[src/rtl/wave_trace_render.sv]
// wave_trace_render: draws the sample RAM as a scope trace over a grid, in step with
// incoming video timing. Pixels and syncs leave exactly 3 rd_clk cycles after they arrive.
module wave_trace_render #(
    parameter int          ADDR_W    = 10,
    parameter int          DATA_W    = 8,
    parameter int          WIN_X0    = 64,
    parameter int          WIN_Y0    = 112,
    parameter int          WIN_W     = 1024,
    parameter int          GRID_SH   = 5,
    parameter logic [23:0] TRACE_RGB = 24'h00FF00,
    parameter logic [23:0] GRID_RGB  = 24'h404040,
    parameter logic [23:0] BG_RGB    = 24'h000000
) (
    input  logic              rd_clk,
    input  logic              rd_rst,
    input  logic              vs_in,
    input  logic              hs_in,
    input  logic              de_in,
    input  logic [ADDR_W-1:0] trig_addr,
    input  logic              freeze,
    output logic [ADDR_W-1:0] rd_addr,
    input  logic [DATA_W-1:0] rd_data,
    output logic              vs_out,
    output logic              hs_out,
    output logic              de_out,
    output logic [23:0]       rgb_out,
    output logic              frame_start
);
    localparam int CW = 16;
    localparam logic [CW-1:0] X0 = CW'(WIN_X0);
    localparam logic [CW-1:0] X1 = CW'(WIN_X0 + WIN_W);
    localparam logic [CW-1:0] Y0 = CW'(WIN_Y0);
    localparam logic [CW-1:0] Y1 = CW'(WIN_Y0 + 2**DATA_W);

    logic [CW-1:0]     x_q, x_d, y_q, y_d;
    logic [ADDR_W-1:0] base_q, base_d, addr_q, addr_d, c, c1_q, c2_q;
    logic [DATA_W-1:0] r, r1_q, r2_q, prev_q, prev_d, p, prv, lo, hi;
    logic [2:0]        vs_q, hs_q, de_q;
    logic [1:0]        inx_q, iny_q;
    logic [23:0]       rgb_q, rgb_d;
    logic              fs_q, vs_rise, de_fall, in_x, in_y, trace, grid;

    always_comb begin
        vs_rise = vs_in && !vs_q[0];
        de_fall = de_q[0] && !de_in;
        in_x    = de_in && x_q >= X0 && x_q < X1;
        in_y    = y_q >= Y0 && y_q < Y1;
        c       = x_q[ADDR_W-1:0] - X0[ADDR_W-1:0];
        r       = y_q[DATA_W-1:0] - Y0[DATA_W-1:0];
        x_d     = de_in ? x_q + CW'(1) : '0;
        y_d     = vs_rise ? '0 : de_fall ? y_q + CW'(1) : y_q;
        base_d  = (vs_rise && !freeze) ? trig_addr : base_q;
        addr_d  = in_x ? base_q + c : addr_q;
        // sample s plots at row 2^DATA_W-1-s, i.e. its bitwise inverse
        p       = ~rd_data;
        prv     = (c2_q == '0) ? p : prev_q;
        lo      = (prv < p) ? prv : p;
        hi      = (prv < p) ? p : prv;
        trace   = inx_q[1] && iny_q[1] && r2_q >= lo && r2_q <= hi;
        grid    = inx_q[1] && iny_q[1] &&
                  (c2_q[GRID_SH-1:0] == '0 || r2_q[GRID_SH-1:0] == '0 || &r2_q);
        rgb_d   = !de_q[1] ? '0 : trace ? TRACE_RGB : grid ? GRID_RGB : BG_RGB;
        prev_d  = inx_q[1] ? p : prev_q;
    end

    always_ff @(posedge rd_clk or posedge rd_rst) begin
        if (rd_rst) begin
            x_q    <= '0;
            y_q    <= '0;
            base_q <= '0;
            addr_q <= '0;
            c1_q   <= '0;
            c2_q   <= '0;
            r1_q   <= '0;
            r2_q   <= '0;
            prev_q <= '0;
            vs_q   <= '0;
            hs_q   <= '0;
            de_q   <= '0;
            inx_q  <= '0;
            iny_q  <= '0;
            rgb_q  <= '0;
            fs_q   <= 1'b0;
        end else begin
            x_q    <= x_d;
            y_q    <= y_d;
            base_q <= base_d;
            addr_q <= addr_d;
            c1_q   <= c;
            c2_q   <= c1_q;
            r1_q   <= r;
            r2_q   <= r1_q;
            prev_q <= prev_d;
            vs_q   <= {vs_q[1:0], vs_in};
            hs_q   <= {hs_q[1:0], hs_in};
            de_q   <= {de_q[1:0], de_in};
            inx_q  <= {inx_q[0], in_x};
            iny_q  <= {iny_q[0], in_y};
            rgb_q  <= rgb_d;
            fs_q   <= vs_rise;
        end
    end

    assign rd_addr     = addr_q;
    assign vs_out      = vs_q[2];
    assign hs_out      = hs_q[2];
    assign de_out      = de_q[2];
    assign rgb_out     = rgb_q;
    assign frame_start = fs_q;
endmodule

[config.mk]
export PLATFORM = sky130hd
export DESIGN_NAME = wave_trace_render
export DESIGN_NICKNAME = d
export VERILOG_FILES = /design/src/rtl/wave_trace_render.sv
export SDC_FILE = /design/constraint.sdc
export NUM_CORES = 1
export LEC_CHECK = 0
export CAP_MARGIN = 15
export CORE_UTILIZATION = 50
export DETAILED_ROUTE_END_ITERATION = 7
export PLACE_DENSITY = 0.72
export SYNTH_ARGS = -nofsm -noshare
export SYNTH_HDL_FRONTEND = slang
export SYNTH_SLANG_ARGS = --single-unit
[constraint.sdc]
create_clock -name rd_clk -period 5 [get_ports rd_clk]
set_clock_uncertainty 0.05 [all_clocks]
set_input_delay 1 -clock rd_clk [delete_from_list [all_inputs] [get_ports rd_clk]]
set_output_delay 1 -clock rd_clk [all_outputs]
set_load 0.005 [all_outputs]
==> results of run 1 <==
-- layout make-up --
cell class	count	area [um^2]	share of cell area
clock buffer	21	459	0.0695
clock inverter	11	128	0.0193
inverter	27	104	0.0157
multi-input combinational	342	2410	0.365
sequential	113	2830	0.428
tap	136	170	0.0258
timing repair buffer	52	508	0.0769
-- worst max-delay path by stage --
| stage | startpoint | to | slack, ns | cells after the start |
|---|---|---|---|---|
| 4_1_cts | c2_q[0]$_DFF_PP0_ | rgb_out[14]$_DFF_PP0_ | 0.38 | 16 |
| 3_3_place_gp | rd_data[5] | rgb_out[14]$_DFF_PP0_ | 0.66 | 14 |
| 3_5_place_dp | c2_q[0]$_DFF_PP0_ | rgb_out[14]$_DFF_PP0_ | 0.40 | 16 |
| 2_1_floorplan | c2_q[0]$_DFF_PP0_ | rgb_out[14]$_DFF_PP0_ | 0.95 | 18 |
| 5_1_grt | c2_q[0]$_DFF_PP0_ | rgb_out[14]$_DFF_PP0_ | 0.006 | 17 |
| 6_report | c2_q[0]$_DFF_PP0_ | rgb_out[14]$_DFF_PP0_ | 0.40 | 16 |
-- cell usage after synthesis (all sizes together), types with 4 or more instances --
master	number	area share
mux2i	16	0.029
clkbuf	4	0.0027
a21oi	19	0.017
buf	26	0.032
inv	26	0.018
xnor2	20	0.032
nor3	8	0.0073
o21a	8	0.011
ha	40	0.091
xor2	14	0.022
nand2	44	0.030
or3	6	0.0068
and2	14	0.016
and3	5	0.0057
dfrtp	113	0.52
and4	4	0.0064
nand2b	4	0.0046
nand3	17	0.016
o21ai	27	0.025
a211oi	5	0.0068
mux2	15	0.031
nand4	6	0.0068
nor2	23	0.016
-- worst register-to-register path, cell delays in order (launching register included) --
cell and delay (ns):
dfrtp_1 0.35, or4_1 0.51, nor2_1 0.17, nand3_1 0.37
o21ai_0 0.33, ha_1 0.29, a21oi_1 0.15, nor2_1 0.06
a211oi_1 0.29, nand3_1 0.43, mux2i_1 0.28, ha_1 0.26
a211o_1 0.26, a21oi_1 0.18, a21oi_1 0.09, o311ai_0 0.19
o21ai_0 0.19
-- power by group through the flow --
stage / clock network [mW] / logic, mW / registers (mW)
global route: 1.23 / 0.282 / 0.991
CTS: 1.19 / 0.251 / 0.985
detailed placement: 0 / 0.250 / 1.00
finish: 1.17 / 0.249 / 0.985
floorplan: 0 / 0.179 / 0.991
global placement: 0 / 0.237 / 0.999
-- state kept, by name (all words and copies together), names as in the netlist --
signal	count
inx_q	2
hs_q	3
iny_q	2
de_q	3
frame_start	1
prev_q	8
y_q	16
c1_q	10
vs_q	3
rgb_out	3
r1_q	8
base_q	10
x_q	16
r2_q	8
c2_q	10
rd_addr	10
-- logic make-up after synthesis --
kind of cell | synth area share
XOR/XNOR | 0.0543
other | 0.000684
multiplexers | 0.0600
AND/OR/NAND/NOR | 0.131
flip-flops | 0.516
AO/OA/AOI/OAI | 0.0901
adder cells (fa/ha/maj) | 0.0949
buffers and inverters | 0.0536
-- metal layers --
layer | global-route usage | part of all wire
met5 | 0 | 0
met4 | 0.0705 | 0.014
met3 | 0.0498 | 0.036
met2 | 0.332 | 0.48
met1 | 0.258 | 0.46
-- cell usage in the layout, fill, tap and decap left out, types with 4 or more instances in the layout --
cell and count:
buf_4 5, and3_1 5, nand2b_1 4, clkbuf_8 4
or3_1 6, mux2i_1 16, o21ai_0 27, xor2_1 14
clkdlybuf4s50_1 47, conb_1 14, clkbuf_16 16, and2_1 13
and4_1 4, xnor2_1 20, mux2_2 15, nand3_1 17
nand4_1 6, a211oi_1 5, nor3_1 8, ha_1 40
a21oi_1 19, nand2_1 44, dfrtp_1 113, o21a_1 8
inv_1 25, nor2_1 23
-- stage by stage --
stage	worst slack, ns	hold slack, ns	cells
after global placement	0.659	0.283	670
final	0.396	0.290	702
after floorplan	0.946	0.281	512
after detailed placement	0.404	0.285	670
after CTS	0.379	0.292	702
after global routing	0.00617	0.299	702
==> results.toml, run 1 <==
[worst_hold_path]
holdPathStages = 0
min-delay-start = "c1_q[0]$_DFF_PP0_"
min_path_type = "reg2reg"
holdPathEnd = "c2_q[0]$_DFF_PP0_"

[die]
core_area_um2 = 10500
die_h_um = 107
row_count = 37
io_pins = 62
dieArea_um2 = 11400
start_util = 0.524
dieWidth_um = 107

[critical_path]
r2r.worst_path.cells = 16
slowest_delay_ns = 0.51
crit_fanout = 16
cp-start-kind = "register"
end_kind = "register"
cp_num_buf_inv = 0
critPathKind = "reg2reg"
critical_path.top_delay_family = "compound AO/OA/AOI/OAI gates"
r2r_end = "rgb_out[14]$_DFF_PP0_"
required_ns = 5.32
regToRegStartpoint = "c2_q[0]$_DFF_PP0_"
slowest_stage = "or4_1"
crit_arrival_ns = 4.92
crit_chain = "or4_1, nor2_1, nand3_1, o21ai_0, ha_1, a21oi_1, nor2_1, a211oi_1, nand3_1, mux2i_1, ha_1, a211o_1, a21oi_1, a21oi_1, o311ai_0, o21ai_0"
r2r_slack_ns = 0.40
cpMostUsedCell = "a21oi_1"

[power]
p_sw_frac = 0.241
power.share.clock = 0.486
comb_power_share = 0.104
leakagePower_nw = 3.03
peakVddDrop_v = 0.000225
p_switching_mw = 0.579
intPower_mw = 1.82
sequentialPowerShare = 0.410
p_total_mw = 2.40
p_per_area_nw_per_um2 = 364

[final_layout]
post-route-cell-area_um2 = 6610
final_nets = 618
fillers = 846
syn_to_final_growth_pct = 20.5
drive_gt1_frac = 0.0936
antenna_cells = 0
fin_util = 0.632

[clocking]
cts_tree = "yes"
cts_inserted_buffers = 17
htreeDepth = 4
clk_root_buffer_cell = "clkbuf_8"
cts.path.max_buffers = 2
hold_buffers = 0
path_clk_slew_ns = 0.06
cts.sinks = 113
post_cts_buffers = 0
post_cts_resized = 0
insertion_delay_ns = 0.51

[timing]
maxSlewViolCount = 0
finalSetupTns_ns = 0
worst_pin_slew_ns = 0.963
setup_viol_count_final = 0
clock.fmax_mhz = 217
fin_crit_ns = 4.60
finalHoldViolations = 0
finalCritPeriodShare = 0.921
relSlewSlack = 0.358
rsz0062_at_grt = "no"

[drt]
num_vias = 3706
dr.pass1.iters = 4
drt-initial-drc-count = 159
drc_errors = 0
ant_nets = 0
wl_per_cell_um = 14.8
routed_via_density = 5.28
wl_um = 10400

[synthesis]
yosys_warnings = 0
syn-mean-instance-area_um2 = 11.0
async_flop_share = 1.00
synthFlopType = "dfrtp_1"
syn_inst = 499
netlist_area_um2 = 5480
synth.distinct_cells = 49
synth_seq_cells = 113
ys_seq_area_frac = 0.516
synth_edf_count = 0

[global_route]
grt_pass1_vias = 3773
grt_max_degree = 82
overflow = 0
grt_usage = 0.201
antenna_found_initial = 0
grt_pass1_wl_um = 17600

[place]
gp_congestion = 0.915
place_area_um2 = 6020
dpl.hpwl_um = 7340
portBuffers = 47

[status]
status = "complete, no violations"

[flow_run]
drv_cap = 0
No activity file was read; power rests on OpenSTA's default activity.
==> inputs of run 2 (changes only) <==
--- a/config.mk
+++ b/config.mk
@@ -6,6 +6,7 @@
 export NUM_CORES = 1
 export LEC_CHECK = 0
 export CAP_MARGIN = 15
+export CORE_MARGIN = 10
 export CORE_UTILIZATION = 50
 export DETAILED_ROUTE_END_ITERATION = 7
 export PLACE_DENSITY = 0.72
==> run 2 against run 1 <==
Effect of this change:
- register-to-register slack gained 0.13 ns
- clock-buffer cell count increased by 2
- final area grew 0.30%
- power rose by 1.6%
- worst hold slack better by 0.0054 ns
- sequential power hardly changed
- via count increased by 0.35%
==> results.toml, run 2 (synthesis results as in run 1) <==
[status]
status = "complete, no violations"

[drt]
wl_um = 10800
wl_per_cell_um = 15.3
dr.pass1.iters = 4
drt-initial-drc-count = 181
num_vias = 3719
routed_via_density = 5.28
ant_nets = 0
drc_errors = 0

[power]
power.share.clock = 0.493
p_total_mw = 2.44
p_sw_frac = 0.228
p_per_area_nw_per_um2 = 368
leakagePower_nw = 3.04
comb_power_share = 0.103
sequentialPowerShare = 0.404
p_switching_mw = 0.557
intPower_mw = 1.88
peakVddDrop_v = 0.000371

[critical_path]
slowest_delay_ns = 0.51
crit_arrival_ns = 4.79
end_kind = "register"
critPathKind = "reg2reg"
cp-start-kind = "register"
regToRegStartpoint = "c2_q[0]$_DFF_PP0_"
slowest_stage = "or4_1"
required_ns = 5.32
startpoint = "c2_q[0]$_DFF_PP0_"
crit_fanout = 16
crit_chain = "or4_1, nor2_1, nand3_1, o21ai_0, ha_1, a21oi_1, nor2_1, a211oi_1, nand3_2, mux2i_1, ha_1, nand2b_1, a211oi_1, o211ai_1, nand4_1, o21ai_0"

[die]
io_pins = 62
row_count = 38
die_h_um = 125
dieWidth_um = 125
core_area_um2 = 10800
start_util = 0.508
dieArea_um2 = 15600

[clocking]
cts_tree = "yes"
post_cts_buffers = 0
cts_inserted_buffers = 17
cts.sinks = 113
clk_root_buffer_cell = "clkbuf_8"
path_clk_slew_ns = 0.06
hold_buffers = 0
post_cts_resized = 0
cts.path.max_buffers = 2
htreeDepth = 4
insertion_delay_ns = 0.51

[global_route]
grt_pass1_wl_um = 18500
grt_pass1_vias = 3886
grt_usage = 0.142
grt_max_degree = 85
overflow = 0
antenna_found_initial = 0

[final_layout]
final_nets = 617
final_cell_mix = "113 x dfrtp_1, 47 x clkdlybuf4s50_1, 44 x nand2_1"
drive_gt1_frac = 0.0904
syn_to_final_growth_pct = 20.9
largestRegisters = "x_q x16, y_q x16"
final_common_cell = "dfrtp_1"
antenna_cells = 0

[timing]
relSlewSlack = 0.355
finalCritPeriodShare = 0.895
rsz0062_at_grt = "no"
finalSetupTns_ns = 0
hold_ws_ns = 0.295
finalHoldViolations = 0
worst_pin_slew_ns = 0.967
maxSlewViolCount = 0
setup_viol_count_final = 0
clock.fmax_mhz = 224
fin_crit_ns = 4.47

[place]
portBuffers = 47
dpl.hpwl_um = 7840
gp_congestion = 0.863

[worst_hold_path]
min_path_type = "reg2reg"
min-delay-start = "r1_q[2]$_DFF_PP0_"

[flow_run]
drv_cap = 0
==> run 2: path summary, 6_finish.rpt <==
| kind | slack [ns] | end | depth (start not counted) |
|---|---|---|---|
| setup / recovery | 0.53 | rgb_out[14]$_DFF_PP0_ | 16 |
| hold / removal | 0.30 | r2_q[2]$_DFF_PP0_ | 0 |
| setup reg to reg | 0.53 | rgb_out[14]$_DFF_PP0_ | 16 |
| hold reg to reg | 0.30 | r2_q[2]$_DFF_PP0_ | 0 |
| max in group asynchronous | 3.08 | base_q[6]$_DFFE_PP0P_ | 3 |
| min in group asynchronous | 1.03 | vs_q[1]$_DFF_PP0_ | 2 |
==> run 2: critical path: cells and delay by family, from the launching register on <==
| kind | cells | cell delay (ns) |
|---|---|---|
| flops | 1 | 0.35 |
| mux | 1 | 0.28 |
| compound gates | 6 | 1.33 |
| fa+ha+maj | 2 | 0.55 |
| simple gates | 7 | 1.76 |
==> run 2: layout make-up <==
type                       count  area (um^2)
sequential                   113         2830
clock buffer                  23          477
timing repair buffer          51          500
multi-input combinational    342         2420
inverter                      27          104
fill                         891         4170
tap                          140          175
clock inverter                 8          128
==> run 2: metal layers <==
layer	global-route usage	share of wire	vias up
li1	-	-	1800
met1	0.172	0.46	1824
met2	0.229	0.48	78
met3	0.0481	0.051	17
met4	0.0535	0.010	0
met5	0	0	-
==> run 2: per-stage QoR <==
step	util	instance area, um^2	instances	worst slack (ns)
final	0.614	6630	704	0.527
after global routing	0.614	6630	704	0.122
after CTS	0.614	6620	704	0.338
after detailed placement	0.558	6020	673	0.354
after global placement	0.558	6020	673	0.630
after floorplan	-	5530	512	0.946
==> run 2: power groups by stage <==
stage          Sequential (mW)  Combinational [mW]  Clock, mW
6_report                 0.986               0.252       1.20
5_1_grt                  0.991               0.285       1.27
4_1_cts                  0.986               0.253       1.22
3_5_place_dp              1.00               0.252          0
3_3_place_gp             0.999               0.239          0
2_1_floorplan            0.991               0.179          0
==> inputs of run 3 (changes only) <==
--- a/config.mk
+++ b/config.mk
@@ -9,7 +9,7 @@
 export CORE_MARGIN = 10
 export CORE_UTILIZATION = 50
 export DETAILED_ROUTE_END_ITERATION = 7
-export PLACE_DENSITY = 0.72
+export PLACE_DENSITY = 0.75
 export SYNTH_ARGS = -nofsm -noshare
 export SYNTH_HDL_FRONTEND = slang
 export SYNTH_SLANG_ARGS = --single-unit
==> constraint.sdc (replaced) <==
create_clock -name rd_clk -period 3.97 [get_ports rd_clk]
set_clock_uncertainty 0.05 [all_clocks]
set_input_delay 0.794 -clock rd_clk [delete_from_list [all_inputs] [get_ports rd_clk]]
set_output_delay 0.794 -clock rd_clk [all_outputs]
set_load 0.005 [all_outputs]
==> run 3 against run 2 <==
Effect of this change:
- the run now ends with negative setup slack left
- clock-buffer cell count unchanged
- combinational power rose by 42%
- global-route usage rose by 1.7 points
- maximum frequency grew 10%
- utilization grew 2.6 points
- routed wire length increased by 11%
- final cell count is 2.4% higher
- die area stayed put
- setup slack worse by 0.62 ns
- largest power group unchanged
==> results.toml, run 3 (synthesis results as in run 1) <==
[status]
status = "finished, violations left"
violations = "negative setup slack"

[timing]
hold_ws_ns = 0.294
maxSlewViolCount = 0
layout_setup_ws_ns = -0.0927
fin_crit_ns = 4.06
worst_pin_slew_ns = 0.888
relSlewSlack = 0.406
finalHoldViolations = 0
clock.fmax_mhz = 246
rsz0062_at_grt = "yes"
finalCritPeriodShare = 1.02
setup_viol_count_final = 3

[final_layout]
seqCellArea_um2 = 2830
post-route-cell-area_um2 = 6900
final_cell_mix = "113 x dfrtp_1, 47 x clkdlybuf4s50_1, 40 x nand2_1"
fillers = 823
final_cells = 721
multi_input_area_um2 = 2520
antenna_cells = 0
syn_to_final_growth_pct = 25.9
final_common_cell = "dfrtp_1"
final_nets = 633
drive_gt1_frac = 0.151
largestRegisters = "x_q x16, y_q x16"

[global_route]
grt_max_degree = 62
grt_usage = 0.160
overflow = 0
antenna_found_initial = 0
grt_pass1_vias = 4179
grt_pass1_wl_um = 20300

[place]
pre_cts_ws_ns = -0.135
gp_congestion = 0.916
dp.cells = 680
place_area_um2 = 6080
dpl.hpwl_um = 8120
portBuffers = 47

[clocking]
cts.sinks = 113
insertion_delay_ns = 0.53
clk_root_buffer_cell = "clkbuf_8"
htreeDepth = 4
path_clk_slew_ns = 0.06
cts_tree = "yes"
cts.path.max_buffers = 2
hold_buffers = 0
cts_inserted_buffers = 17

[power]
leakagePower_nw = 3.16
p_per_area_nw_per_um2 = 468
peakVddDrop_v = 0.000337
p_total_mw = 3.23

[drt]
ant_nets = 0
num_vias = 3852
wl_um = 11900
drc_errors = 0
wl_per_cell_um = 16.5
routed_via_density = 5.34
drt-initial-drc-count = 228
dr.pass1.iters = 4

[die]
core_area_um2 = 10800
die_h_um = 125
io_pins = 62
dieArea_um2 = 15600
start_util = 0.508
dieWidth_um = 125
row_count = 38

[critical_path]
critPathKind = "reg2reg"
cp-start-kind = "register"
crit_arrival_ns = 4.44
required_ns = 4.34
end_kind = "register"
crit_fanout = 8

[worst_hold_path]
min_path_type = "reg2reg"

[flow_run]
drv_cap = 0
## run 3: changes by cell type in the layout (fill, tap and decap cells not counted), moves of 2 or more
| cell | change |
|---|---|
| buf_4 | +11 |
| o21ai_0 | -8 |
| buf_6 | +5 |
| o21ai_1 | +5 |
| nand2_1 | -4 |
| nand2_2 | +4 |
| a21oi_1 | -3 |
| a21oi_2 | +3 |
| o21ai_2 | +3 |
| clkinv_2 | +2 |
| mux2i_1 | -2 |
| mux2i_2 | +2 |
| nor2_1 | -2 |
| nor2_2 | +2 |
## run 3: cell type report
class | instances | share of cell area
tap | 140 | 0.0254
sequential | 113 | 0.410
clock inverter | 9 | 0.0219
inverter | 27 | 0.0150
timing repair buffer | 67 | 0.0926
multi-input combinational | 342 | 0.365
clock buffer | 23 | 0.0705
## run 3: through the flow
| step | util | TNS [ns] |
|---|---|---|
| after floorplan | - | 0 |
| after CTS | 0.635 | -0.0208 |
| after global placement | 0.563 | 0 |
| after global routing | 0.640 | -0.826 |
| final | 0.640 | -0.176 |
| after detailed placement | 0.563 | -0.308 |
## run 3: final timing paths
| kind | startpoint | endpoint | slack [ns] | depth (start not counted) |
|---|---|---|---|---|
| max | c2_q[0]$_DFF_PP0_ | rgb_out[6]$_DFF_PP0_ | -0.09 | 20 |
| min | c1_q[9]$_DFF_PP0_ | c2_q[9]$_DFF_PP0_ | 0.29 | 0 |
| max reg2reg | c2_q[0]$_DFF_PP0_ | rgb_out[6]$_DFF_PP0_ | -0.09 | 20 |
| min reg2reg | c1_q[9]$_DFF_PP0_ | c2_q[9]$_DFF_PP0_ | 0.29 | 0 |
| max in group asynchronous | rd_rst | y_q[12]$_DFFE_PP0P_ | 2.35 | 3 |
| min in group asynchronous | rd_rst | de_q[2]$_DFF_PP0_ | 0.70 | 2 |
## run 3: where the power goes
| part | total (mW) | internal, mW | switching [mW] |
|---|---|---|---|
| clock | 1.63 | 1.10 | 0.527 |
| sequential | 1.24 | 1.20 | 0.0404 |
| combinational | 0.359 | 0.169 | 0.190 |
## run 3: timing repair
action	in CTS	in global routing
endpoints found under the setup margin	3	3
buffers inserted	8	1
resized for setup	25	13
pin swaps	20	18
hold endpoints to repair	0	0
## run 3: critical path, stage by stage, from the launching register on
cell      delay [ns]
dfrtp_1         0.35
or4_1           0.53
nor2_2          0.13
nand3_1         0.09
buf_6           0.15
buf_6           0.12
buf_6           0.11
nand2_2         0.07
o21ai_2         0.05
ha_1            0.28
nand2_2         0.06
nor3_4          0.20
o31ai_4         0.11
a21boi_1        0.14
buf_4           0.20
mux2i_2         0.23
ha_1            0.18
nand4_1         0.24
o21ai_2         0.26
o311ai_4        0.14
o21ba_2         0.23
## run 3: per-layer routing
metal  routed length, um  vias up  track usage
met5                   0        -            0
li1                    -     1835            -
met1                5000     1882        0.179
met2                5880      108        0.268
met4                 258        0       0.0685
met3                 765       27       0.0574
